[src/rtl/quad_enc_gen_pkg.sv]
// Shared constants for the quadrature edge generator: FSM state encoding and the
// forward Gray phase table, plus a lookup helper from phase to table position.
package quad_enc_gen_pkg;

    typedef enum logic [1:0] {
        ST_IDLE = 2'd0,
        ST_WAIT = 2'd1,
        ST_EDGE = 2'd2
    } state_t;

    // Forward (A leads) phase sequence of {A,B}, entry i at bits [2*i +: 2]: 00,10,11,01
    localparam logic [7:0] FWD_SEQ = {2'b01, 2'b11, 2'b10, 2'b00};

    function automatic logic [1:0] seq_index(input logic [1:0] ab);
        logic [1:0] idx;
        idx = 2'd0;
        for (int i = 0; i < 4; i++) begin
            if (FWD_SEQ[2*i +: 2] == ab) idx = 2'(i);
        end
        return idx;
    endfunction

endpackage

[src/rtl/quad_enc_gen_phase_step.sv]
// Combinational quadrature phase stepper: one Gray-table step forward or back,
// so exactly one of A/B toggles per advance.
module quad_phase_step
    import quad_enc_gen_pkg::*;
(
    input  logic [1:0] i_phase,
    input  logic       i_dir,
    input  logic       i_advance,
    output logic [1:0] o_phase
);

    logic [1:0] w_idx;
    logic [1:0] w_next_idx;

    always_comb begin
        w_idx      = seq_index(i_phase);
        w_next_idx = i_dir ? (w_idx + 2'd1) : (w_idx - 2'd1);
        o_phase    = i_advance ? FWD_SEQ[{w_next_idx, 1'b0} +: 2] : i_phase;
    end

endmodule

[src/rtl/quad_enc_gen.sv]
// Quadrature encoder signal generator: plays out signed edge-count moves on ENC_A/ENC_B
// at a programmable edge spacing. Define QUAD_ENC_GEN_INDEX_EN to add the ENC_I index output.
module quad_enc_gen
    import quad_enc_gen_pkg::*;
#(
    parameter int COUNT_W = 32,
    parameter int DIV_W   = 16,
    parameter int CPR     = 4000
) (
    input  logic               CLK,
    input  logic               reset,
    input  logic               en,
    input  logic               cmd_valid,
    output logic               cmd_ready,
    input  logic [15:0]        cmd_steps,
    input  logic [DIV_W-1:0]   edge_period,
    output logic               ENC_A,
    output logic               ENC_B,
`ifdef QUAD_ENC_GEN_INDEX_EN
    output logic               ENC_I,
`endif
    output logic               busy,
    output logic               done,
    output logic [COUNT_W-1:0] position
);

    state_t             r_state;
    logic [16:0]        r_remaining;
    logic               r_dir;
    logic [DIV_W-1:0]   r_period;
    logic [DIV_W-1:0]   r_div;
    logic [1:0]         r_phase;
    logic [COUNT_W-1:0] r_position;
    logic               r_busy;
    logic               r_done;

    logic [16:0]        w_abs;
    logic [DIV_W-1:0]   w_period;
    logic               w_fire;
    logic [1:0]         w_next_phase;

    // Magnitude needs 17 bits so that -32768 becomes 32768
    assign w_abs    = cmd_steps[15] ? (17'd0 - {1'b1, cmd_steps}) : {1'b0, cmd_steps};
    assign w_period = (edge_period == '0) ? DIV_W'(1) : edge_period;
    assign w_fire   = (r_state != ST_IDLE) && (r_div == DIV_W'(1)) && (r_remaining != 17'd0);

    quad_phase_step u_phase_step (
        .i_phase   (r_phase),
        .i_dir     (r_dir),
        .i_advance (w_fire),
        .o_phase   (w_next_phase)
    );

`ifdef QUAD_ENC_GEN_INDEX_EN
    localparam int IDX_W = (CPR > 1) ? $clog2(CPR) : 1;
    logic [IDX_W-1:0] r_idx;
    assign ENC_I = (r_idx == '0);
`endif

    // NOTE: every register below is assigned with <= so all of them update together
    // from the same pre-edge values; a blocking = here would leak new values mid-block.
    always_ff @(posedge CLK or posedge reset) begin
        if (reset) begin
            r_state     <= ST_IDLE;
            r_remaining <= '0;
            r_dir       <= 1'b1;
            r_period    <= '0;
            r_div       <= '0;
            r_phase     <= 2'b00;
            r_position  <= '0;
            r_busy      <= 1'b0;
            r_done      <= 1'b0;
`ifdef QUAD_ENC_GEN_INDEX_EN
            r_idx       <= '0;
`endif
        end else begin
            r_done <= 1'b0;
            if (!en) begin
                // Abort: drop the move but keep phase and position where they are
                r_state     <= ST_IDLE;
                r_busy      <= 1'b0;
                r_remaining <= '0;
                r_div       <= '0;
            end else begin
                case (r_state)
                    ST_IDLE: begin
                        if (cmd_valid) begin
                            r_dir    <= ~cmd_steps[15];
                            r_period <= w_period;
                            if (w_abs == 17'd0) begin
                                r_done <= 1'b1;
                            end else begin
                                r_remaining <= w_abs;
                                r_div       <= w_period;
                                r_state     <= ST_WAIT;
                                r_busy      <= 1'b1;
                            end
                        end
                    end
                    ST_WAIT, ST_EDGE: begin
                        if (w_fire) begin
                            r_state     <= ST_EDGE;
                            r_div       <= r_period;
                            r_remaining <= r_remaining - 17'd1;
                            r_phase     <= w_next_phase;
                            r_position  <= r_dir ? (r_position + COUNT_W'(1))
                                                 : (r_position - COUNT_W'(1));
                            if (r_remaining == 17'd1) r_done <= 1'b1;
`ifdef QUAD_ENC_GEN_INDEX_EN
                            if (r_dir)
                                r_idx <= (r_idx == IDX_W'(CPR - 1)) ? '0 : r_idx + IDX_W'(1);
                            else
                                r_idx <= (r_idx == '0) ? IDX_W'(CPR - 1) : r_idx - IDX_W'(1);
`endif
                        end else if (r_state == ST_EDGE && r_remaining == 17'd0) begin
                            r_state <= ST_IDLE;
                            r_busy  <= 1'b0;
                        end else begin
                            r_state <= ST_WAIT;
                            r_div   <= r_div - DIV_W'(1);
                        end
                    end
                    default: r_state <= ST_IDLE;
                endcase
            end
        end
    end

    assign cmd_ready = en && (r_state == ST_IDLE);
    assign ENC_A     = r_phase[1];
    assign ENC_B     = r_phase[0];
    assign busy      = r_busy;
    assign done      = r_done;
    assign position  = r_position;

endmodule
[config.mk]
export PLATFORM = sky130hd
export DESIGN_NAME = quad_enc_gen
export DESIGN_NICKNAME = d
export VERILOG_FILES = /design/src/rtl/quad_enc_gen_pkg.sv /design/src/rtl/quad_enc_gen_phase_step.sv /design/src/rtl/quad_enc_gen.sv
export SDC_FILE = /design/constraint.sdc
export NUM_CORES = 1
export LEC_CHECK = 0
export ABC_AREA = 1
export BUFFER_PORTS_ARGS = -buffer_cell sky130_fd_sc_hd__buf_2
export CELL_PAD_IN_SITES_DETAIL_PLACEMENT = 2
export CELL_PAD_IN_SITES_GLOBAL_PLACEMENT = 2
export CORE_MARGIN = 3
export CORE_UTILIZATION = 36
export CTS_CLUSTER_DIAMETER = 30
export DETAILED_ROUTE_END_ITERATION = 16
export PLACE_DENSITY_LB_ADDON = 0.2
export RECOVER_POWER = 50
export REMOVE_ABC_BUFFERS = 1
export SLEW_MARGIN = 0
export SYNTH_ARGS = -nofsm -noshare
export SYNTH_HDL_FRONTEND = slang
export SYNTH_HIERARCHICAL = 1
export SYNTH_SLANG_ARGS = --single-unit
[constraint.sdc]
create_clock -name CLK -period 7.4 [get_ports CLK]
set_input_delay 1.48 -clock CLK [delete_from_list [all_inputs] [get_ports CLK]]
set_output_delay 1.48 -clock CLK [all_outputs]
set_load 0.02 [all_outputs]
==> results of run 1 <==
==> placed cells by master (no fill, tap or decap), drive strengths merged, types with 8 or more instances in the layout <==
| cell | n |
|---|---|
| nand2 | 318 |
| nor2 | 119 |
| inv | 108 |
| nand3 | 95 |
| o21ai | 93 |
| dfrtp | 87 |
| a21oi | 69 |
| clkbuf | 45 |
| ha | 40 |
| buf | 39 |
| xnor2 | 20 |
| nand4 | 16 |
| xor2 | 14 |
| nor3 | 14 |
| or2 | 8 |
==> worst max-delay path: stages <==
cell	delay (ns)
clkbuf_1	0.30
inv_1	0.46
nor2_1	0.79
inv_2	0.24
nor2_1	0.22
inv_1	0.09
nand2_1	0.11
inv_2	0.20
nand2_8	0.23
nand2_1	0.08
nand2_1	0.07
==> power by group through the flow <==
stage / logic (uW) / registers, uW / clock network (uW)
finish: 915 / 642 / 496
global route: 1040 / 656 / 530
CTS: 928 / 642 / 511
detailed placement: 912 / 650 / 0
global placement: 872 / 645 / 0
floorplan: 637 / 644 / 0
==> worst min-delay path by stage <==
stage                                   startpoint                       end  slack [ns]  cells after the start
after floorplan           r_period[11]$_DFFE_PP0P_  r_period[11]$_DFFE_PP0P_        0.45                      2
after global placement     r_period[4]$_DFFE_PP0P_   r_period[4]$_DFFE_PP0P_        0.46                      2
after detailed placement  r_period[13]$_DFFE_PP0P_  r_period[13]$_DFFE_PP0P_        0.47                      2
after CTS                 r_period[13]$_DFFE_PP0P_  r_period[13]$_DFFE_PP0P_        0.49                      2
after global routing      r_period[13]$_DFFE_PP0P_  r_period[13]$_DFFE_PP0P_        0.52                      2
final                     r_period[13]$_DFFE_PP0P_  r_period[13]$_DFFE_PP0P_        0.49                      2
==> registers in the layout, summed over array words and instances (netlist names) <==
name and cells:
position 32, r_dir 1, r_period 16, r_phase 2
busy 1, r_state 2, done 1, r_div 16
r_remaining 17
==> metrics by stage <==
step | area, um2 | hold WS, ns
floorplan | 7020 | 0.448
global placement | 7740 | 0.461
detailed placement | 7740 | 0.472
CTS | 8040 | 0.492
global route | 7990 | 0.516
finish | 7990 | 0.489
==> logic make-up after synthesis <==
kind of cell / share of synthesized area [%]
xor+xnor: 4.14
compound gates: 14.6
buf+inv: 7.82
simple gates: 35.5
flops: 30.7
fa+ha+maj: 7.24
==> area by class of cell <==
cell class	instances	area, um2
Tap cell	265	332
Clock inverter	7	78.8
Sequential cell	88	2200
Clock buffer	9	225
Inverter	106	399
Multi-Input combinational cell	851	4420
Fill cell	2464	11500
Timing Repair Buffer	75	335
==> layer usage <==
layer / part of all wire, % / vias up
li1: - / 3634
met1: 45 / 3782
met2: 51 / 87
met3: 2.1 / 24
met4: 1.3 / 0
met5: 0 / -
==> results.md, run 1 <==
* Place WS at ~3.5 ns
* First-pass DRT Iterations at 4
* GR Layer Usage met3 at roughly 2.7%
* PortBufs at 72
* Top_reg_cell synth: dfrtp_1
* Synth warn at 6
* Finish-stage setup viols at 0
* Reg2reg start: r_dir$_DFFE_PP1P_
* Final std cells w/o fill at around 1400
* Number of diodes at 0
* Seq pwr share at a little under a third
* Slew Limit Fails at 0
* Cell taking the most area after synthesis: dfrtp_1
* Status: completed
* Number of routed nets with antenna violations at 0
* Sequential fraction of the synthesis area at a little under a third
* 1st-iter DRT viols at 361
* Post-synth top area share at between 30% and 40%
* P_sw at between 900 and 1000 uW
* Clk sinks at between 80 and 90
* Mean routed wirelength per cell at between 15 and 20 um
* Vias in the first global route at 8251
* Top-count cell post-synth: nand2_1
* Top post-synthesis cells by area: dfrtp_1, nand2_1, ha_1, nand3_1, nor2_1
* Slew margin rel. at roughly a fifth
* Skew final at between 0.01 and 0.015 ns
* IO Count at 73
* Congestion Overflow GR at 0
* DP Cell Count at between 1000 and 1500
* Post-CTS Setup Bufs at 0
* Worst min path class: flip-flop to flip-flop
* Post-DP HPWL at about 19 mm
* CTS tree: built
* Fraction of layout instances using a drive strength above 1 at roughly 8.7%
* RSZ-0062 raised after global routing: false
* Final hold violations at 0
* Synth Instances at approximately 1100
* Period utilization at a little over half
* Worst R2R Setup Slack at 3.84 ns
* Most Crowded Layer GR: met2
* Minimum clock period at 4.01 ns
* Top cells by count, synth: nand2_1, nor2_1, inv_1
* Area delta synth->final at 11.3%
* Critical path type: primary input to flip-flop
* Via count at roughly 7500
* Final RePlAce weighted congestion at between 0.8 and 0.9
* CP Data Arrival Time at between 4 and 5 ns
* # rows at just over 50
* CTS Buf Count at 9
* Reg2Reg Depth at 9
* CP Capture Point: r_remaining[5]$_DFFE_PP0P_
* Worst endpoint required time at 7.68 ns
* Maxcap violations at 0
* Worst-path clk slew at 0.08 ns
* Die area at around 22000 um2
* First-pass GRT wire length at roughly 42 mm
* Max rail drop VDD at between 100 and 150 uV
* Routed Wire Length at 25.1 mm
* Clock share of power at 24.2%
* Comb power frac at between 40% and 50%
* Grt met2 use at 43.0%
* Final #Nets at 1208
* Initial Util at between 30% and 40%
* Initial antenna violation count at 0
* Crit start category: primary input
* DRC viols at 0
* Finished Core Util at between 40% and 50%
* Number of flops mapped to enable cells by yosys at 0
* Final worst slack at 3.39 ns
* Synth Register Bits at slightly below 90
* Worst Setup SP: en
* Worst slew pin tran at between 1 and 1.5 ns
* Core area at slightly below 20000 um2
* Number of buffers inserted by hold repair at cts at 0
* FFs w/ async S/R, synth at 100%
* Overall Power at 2050 uW
* Peak Freq at around 250 MHz
* Synthesized area at about 7000 um2
* Clk_lat worst skew at approximately 0.36 ns
* Kind of end point of the critical path: flip-flop
* Vias per cell at ~5.4
* CP max FO at 18
* Die W at around 150 um
* Gr usage total at a little under a quarter
* Setup TNS at 0 ns
* Internal power at about 1100 uW
* P per Cell Area at roughly 260 nW/um2
* H-Tree Level Count at 3
* Leak at between 0.004 and 0.005 uW
* R2r endpoint: position[22]$_DFFE_PP0P_
* Max clock buf depth at 2
* Root Buffer: clkbuf_16
* Global-route met1 utilization at 30.5%
* Synth cell types at 50
* Syn avg cell area at roughly 6.7 um2
* Net Sw Frac at between 40% and 50%
* Largest net degree at the start of global routing at approximately 70
* Chip height at 147 um
* Post-cts resize count at 0
Power figures use the tool's default switching activity.
==> inputs of run 2 (changes only) <==
- CORE_UTILIZATION: 36 -> 30
- clock period: 7.4 -> 3.31 ns (I/O delays scaled with it)
==> run 2 against run 1 <==
  * The run now ends with max-capacitance violations, max-slew violations left
  * Non-clock buffer count rose by 13
  * Clock skew shrank 0.00094 ns
  * Design area rose by 2.8%
  * Clock power increased by 120%
  * Worst hold slack worse by 0.0012 ns
  * Sequential share of layout area shrank 0.74 points
  * Critical endpoint is now position[22]$_DFFE_PP0P_
==> results.md, run 2 (synthesized netlist as in run 1, its figures left out) <==
* Status: complete, but fails checks
* Failing checks: max-capacitance violations, max-slew violations
* Die area at approximately 26000 um2
* P per Cell Area at approximately 560 nW/um2
* Max reg flops at 32
* Critical path type: flip-flop to flip-flop
* Worst min path class: flip-flop to flip-flop
* Core area at roughly 23000 um2
* Initial antenna violation count at 0
* Minimum clock period at ~3.0 ns
* CTS tree: built
* Kind of end point of the critical path: flip-flop
* Max rail drop VDD at ~240 uV
* Congestion Overflow GR at 0
* DRC viols at 0
* Mean routed wirelength per cell at 17.1 um
* # rows at 55
* CP max FO at 11
* Post-DP HPWL at 19.3 mm
* Leak at roughly 0.0042 uW
* Initial Util at a little under a third
* First-pass GRT wire length at 42.0 mm
* Fillers at 2847
* WP buf/inv at 3
* CP max-delay cell: dfstp_2
* Number of diodes at 0
* Vias per cell at around 5.1
* Vias in the first global route at slightly above 8000
* Multi-input combinational cell area at about 4400 um2
* Number of buffers inserted by hold repair at cts at 0
* Worst slew pin tran at ~2.4 ns
* Worst endpoint required time at about 3.5 ns
* Number of routed nets with antenna violations at 0
* Most common cell after layout, fill and taps aside: nand2_1
* Finish-stage setup viols at 0
* Period utilization at between 90 and 100%
* H-Tree Level Count at 3
* Max clock buf depth at 2
* CP delay by family, top: compound AO/OA/AOI/OAI gates
* Final RePlAce weighted congestion at 0.798
* Maxcap violations at 1
* CP peak stage delay at 0.60 ns
* Crit start category: flip-flop
* First-pass DRT Iterations at 4
* Final #Nets at ~1200
* IO Count at 73
* Clk_lat worst skew at between 0.3 and 0.4 ns
* PortBufs at roughly 70
* 1st-iter DRT viols at approximately 310
* Peak Freq at 334 MHz
* Worst hold slack at ~0.5 ns
* Sequential cell area at 2200 um2
* Largest net degree at the start of global routing at 57
* Routed Wire Length at about 25 mm
* Root Buffer: clkbuf_16
* Final hold violations at 0
* Clk sinks at 88
* Die W at around 160 um
* Skew final at approximately 0.013 ns
* RSZ-0062 raised after global routing: false
* Chip height at 161 um
* Worst-path clk slew at roughly 0.080 ns
* CP cell instances: clkinvlp_4, buf_12, ha_1, a21oi_1, nand2_1, a31oi_1, o21ai_0, buf_4, a21oi_1, xor2_1, o21ai_0
* Setup TNS at 0 ns
* Commonest non-fill, non-tap cells in the layout: nand2_1, nor2_1, inv_1, nand3_1, dfrtp_1
* Area delta synth->final at 14.3%
* CTS Buf Count at 9
* Slew Limit Fails at between 50 and 60
* Via count at 7436
* CP Data Arrival Time at 3.22 ns
* Slew margin rel. at -58.2%
* Fraction of layout instances using a drive strength above 1 at a little under an eighth
* Gr usage total at roughly a fifth
==> run 2: routing by layer <==
metal | GRT usage [%] | part of all wire (%) | vias to the layer above | wire (um)
met3 | 2.40 | 2.0 | 20 | 498
met5 | 0 | 0 | - | 0
met2 | 36.0 | 51 | 68 | 12700
met1 | 25.1 | 46 | 3682 | 11600
li1 | - | - | 3666 | -
met4 | 4.15 | 1.1 | 0 | 284
==> run 2: worst reg2reg max path: cells and delay by family, from the launching register on <==
kind                     cells  cell delay, ns
AND/OR/NAND/NOR              1            0.18
flip-flops                   1            0.60
XOR/XNOR                     1            0.21
AO/OA/AOI/OAI                5            0.98
buffers and inverters        3            0.54
adder cells (fa/ha/maj)      1            0.33
==> run 2: path summary, 6_finish.rpt <==
kind	slack, ns	to	startpoint	cells after the start
worst max-delay path	0.32	position[22]$_DFFE_PP0P_	r_dir$_DFFE_PP1P_	11
worst min register to register	0.49	r_period[4]$_DFFE_PP0P_	r_period[4]$_DFFE_PP0P_	2
min in group asynchronous	1.11	r_div[13]$_DFFE_PP0P_	reset	2
max in group asynchronous	0.85	r_remaining[9]$_DFFE_PP0P_	reset	2
worst min-delay path	0.49	r_period[4]$_DFFE_PP0P_	r_period[4]$_DFFE_PP0P_	2
worst max register to register	0.32	position[22]$_DFFE_PP0P_	r_dir$_DFFE_PP1P_	11
==> run 2: cell type report <==
cell class / count / share of cell area, %
Multi-Input combinational cell: 851 / 53.8
Tap cell: 313 / 4.77
Clock buffer: 9 / 2.74
Clock inverter: 7 / 0.914
Inverter: 106 / 4.89
Sequential cell: 88 / 26.8
Timing Repair Buffer: 88 / 6.05
==> run 2: repair_timing <==
action	in CTS	in global routing
buffers inserted	0	2
resized for setup	0	2
setup endpoints to repair	0	2
endpoints found under the hold margin	0	0
==> run 2: power by group <==
group	switching, uW	internal [uW]	leakage [uW]
registers	185	1250	0.00112
clock network	544	536	0.000144
logic	1360	726	0.00293
==> run 2: stage by stage <==
step / std cells / total power [uW] / utilization (%) / instance area (um2) / setup slack [ns]
finish: 1462 / 4600 / 35.6 / 8210 / 0.315
global route: 1462 / 5000 / 35.6 / 8210 / 0.112
CTS: 1460 / 4640 / 35.6 / 8210 / 0.172
detailed placement: 1444 / 3530 / 34.3 / 7910 / 0.208
global placement: 1444 / 3460 / 34.3 / 7910 / 0.307
floorplan: 1045 / 2860 / - / 7020 / 0.371
==> inputs of run 3 (changes only) <==
- ABC_AREA: 1 -> default
- CORE_UTILIZATION: 30 -> 32
- CTS_CLUSTER_DIAMETER: 30 -> 100
==> run 3 against run 2 <==
  * The flow still finishes with violations (max-capacitance violations, max-slew violations)
  * Utilization is 8.2 points higher
  * First-iteration DRC count is 16% lower
  * Count of clock-buffer cells in the layout is 1 higher
  * Wire length is 0.42% higher
  * Non-clock buffer count is 93 higher
  * Design area is 4.9% higher
  * Clock power is 4% higher
  * Critical endpoint is now r_remaining[3]$_DFFE_PP0P_
==> results.md, run 3 <==
* Number of diodes at 0
* Hold Path Stages at 2
* Final #Nets at between 1000 and 1500
* Number of buffers inserted by hold repair at cts at 0
* Post-DP HPWL at 17.6 mm
* FFs w/ async S/R, synth at 100%
* Routed Wire Length at approximately 25 mm
* Status: complete, but fails checks
* CTS Buf Count at 9
* Clk sinks at 88
* Non-Filler Cell Area, Final at roughly 8600 um2
* Worst min path class: flip-flop to flip-flop
* Synthesized area at approximately 6500 um2
* Slew margin rel. at -20.4%
* CP max-delay cell: or4_4
* Maxcap violations at 1
* Worst R2R Setup Slack at between 0.1 and 0.15 ns
* Die W at between 100 and 150 um
* Number of flops mapped to enable cells by yosys at 0
* Post-synthesis mux area share at 4.40%
* Area delta synth->final at 32.9%
* Clk_lat worst skew at roughly 0.35 ns
* CP cell instances: buf_8, inv_4, ha_4, or3b_4, or4_4, o31ai_4, xor2_1, nor3b_2, and3_4, buf_6, nor3_2, buf_4, buf_4, o21ai_0, a31o_2
* IO Count at 73
* Peak Freq at a little over 300 MHz
* Top_reg_cell synth: dfrtp_1
* Synth Instances at roughly 800
* Period utilization at around 100%
* Reg2reg start: r_dir$_DFFE_PP1P_
* Chip height at between 100 and 150 um
* Max clock buf depth at 2
* CP max FO at 6
* Finish-stage setup viols at 0
* Xor/xnor cell area share of the yosys netlist at between 6 and 7%
* Max rail drop VDD at approximately 260 uV
* Critical path type: primary input to flip-flop
* # rows at between 50 and 60
* Most common cell after layout, fill and taps aside: nand2_1
* PortBufs at a little over 70
* Fillers at around 2200
* Sequential fraction of the synthesis area at about a third
* Root Buffer: clkbuf_16
* Vias in the first global route at around 7500
* Main combinational cell family by area after synthesis: compound AO/OA/AOI/OAI gates
* Crit start category: primary input
* Fraction of layout instances using a drive strength above 1 at between 20% and 30%
* Final hold violations at 0
* Die area at ~22000 um2
* Max reg flops at 32
* Most common cell on crit path: buf_4
* Slew Limit Fails at 68
* Top cells by count, synth: nand2_1, dfrtp_1, o21ai_0
* Worst-path clk slew at ~0.070 ns
* Gr usage total at 22.5%
* Overall Power at around 4500 uW
* Mean routed wirelength per cell at roughly 21 um
* Core area at between 15000 and 20000 um2
* Synth Area in Compound Gates at between 20% and 30%
* DRC viols at 0
* Vias per cell at 5.51
* Synth cell types at 67
* Synth Area in Adders at between 8 and 9%
* Syn avg cell area at between 8 and 9 um2
* First-pass DRT Iterations at 4
* 1st-iter DRT viols at 263
* Commonest non-fill, non-tap cells in the layout: nand2_1, buf_4, dfrtp_1, o21ai_0, buf_2
* Post-synth top area share at 33.6%
* CTS tree: built
* Via count at approximately 6600
* Initial antenna violation count at 0
* RSZ-0062 raised after global routing: true
* Largest net degree at the start of global routing at 68
* CP peak stage delay at 0.55 ns
* Cell taking the most area after synthesis: dfrtp_1
* First-pass GRT wire length at between 40 and 50 mm
* Failing checks: max-capacitance violations, max-slew violations
* Worst Hold End: r_period[0]$_DFFE_PP0P_
* Number of routed nets with antenna violations at 0
* Setup TNS at 0 ns
* P per Cell Area at between 500 and 600 nW/um2
* Minimum clock period at 3.30 ns
* Worst slew pin tran at roughly 1.8 ns
* Hold path start: r_period[0]$_DFFE_PP0P_
* Top post-synthesis cells by area: dfrtp_1, ha_1, nand2_1, o21ai_0, a21oi_1
* Congestion Overflow GR at 0
* Worst endpoint required time at ~3.6 ns
* CP Data Arrival Time at 3.54 ns
* Simple-gate portion of the synthesized area at around a fifth
* Skew final at around 0.0090 ns
* Dpl cell area at between 7000 and 8000 um2
* Final RePlAce weighted congestion at 0.881
* Synth warn at 6
* R2r endpoint: position[31]$_DFFE_PP0P_
* Leak at 0.00391 uW
* Reg2Reg Depth at 12
* Synth Register Bits at between 80 and 90
* H-Tree Level Count at 3
* Worst hold slack at 0.488 ns
* Initial Util at 33.0%
* Kind of end point of the critical path: flip-flop
* Top-count cell post-synth: nand2_1
==> run 3: changes by cell type in the layout (fill, tap and decap cells not counted), sizes merged, moves of 17 or more <==
cell and change:
nand3 -71, mux2 +17, nor2 -58, buf +104
inv -90, nand2 -209
==> run 3: worst max-delay path by stage <==
stage / end / slack, ns / start / depth (start not counted)
floorplan: r_div[11]$_DFFE_PP0P_ / -0.62 / cmd_steps[0] / 11
global placement: r_remaining[2]$_DFFE_PP0P_ / -0.37 / cmd_steps[0] / 12
detailed placement: r_div[15]$_DFFE_PP0P_ / -0.57 / cmd_steps[0] / 14
CTS: position[21]$_DFFE_PP0P_ / 0.004 / r_dir$_DFFE_PP1P_ / 14
global route: r_remaining[5]$_DFFE_PP0P_ / -0.11 / cmd_steps[0] / 15
finish: r_remaining[3]$_DFFE_PP0P_ / 0.01 / cmd_steps[0] / 15
==> run 3: repair_timing <==
action / in CTS / in global routing
setup endpoints to repair: 40 / 46
buffers inserted: 6 / 8
pin swaps: 17 / 20
gates resized for setup: 36 / 54
cloned: 2 / 1
==> run 3: through the flow <==
step / utilization (%) / setup slack [ns] / cells
after floorplan: - / -0.618 / 741
after global placement: 39.5 / -0.370 / 1171
after detailed placement: 39.5 / -0.566 / 1171
after CTS: 42.5 / 0.00384 / 1195
after global routing: 43.9 / -0.106 / 1204
final: 43.9 / 0.0108 / 1204
==> run 3: cell families after synthesis <==
family | after synthesis
fa+ha+maj | 41
xor+xnor | 50
compound gates | 239
flops | 88
mux | 26
buf+inv | 57
simple gates | 278
==> run 3: layer usage <==
layer	vias to the layer above	wire length, um	GRT usage [%]
met3	18	544	2.89
met5	-	0	0
met1	3371	11300	29.1
met4	0	231	4.11
met2	88	13100	40.5
li1	3163	-	-
==> run 3: final cells by class <==
class / instances / area [um2] / share of cell area, %
multi-input cells: 635 / 4400 / 51.0
well taps: 265 / 332 / 3.85
inverters: 19 / 77.6 / 0.900
repair buffers: 181 / 1290 / 15.0
clock buffers: 10 / 229 / 2.66
flip-flops and latches: 88 / 2200 / 25.6
clock inverters: 6 / 83.8 / 0.973
==> run 3: report_power, final <==
group          total [uW]  switching, uW  internal [uW]
Clock                1120            464            660
Sequential           1370            146           1220
Combinational        2020           1150            867
==> run 3: critical path, delay by kind of cell <==
family / cells / cell delay, ns
and+or+nand+nor: 5 / 1.49
buffers and inverters: 5 / 0.58
AOI/OAI and AO/OA: 3 / 0.57
adders and majority gates: 1 / 0.13
xor gates and xnor gates: 1 / 0.11
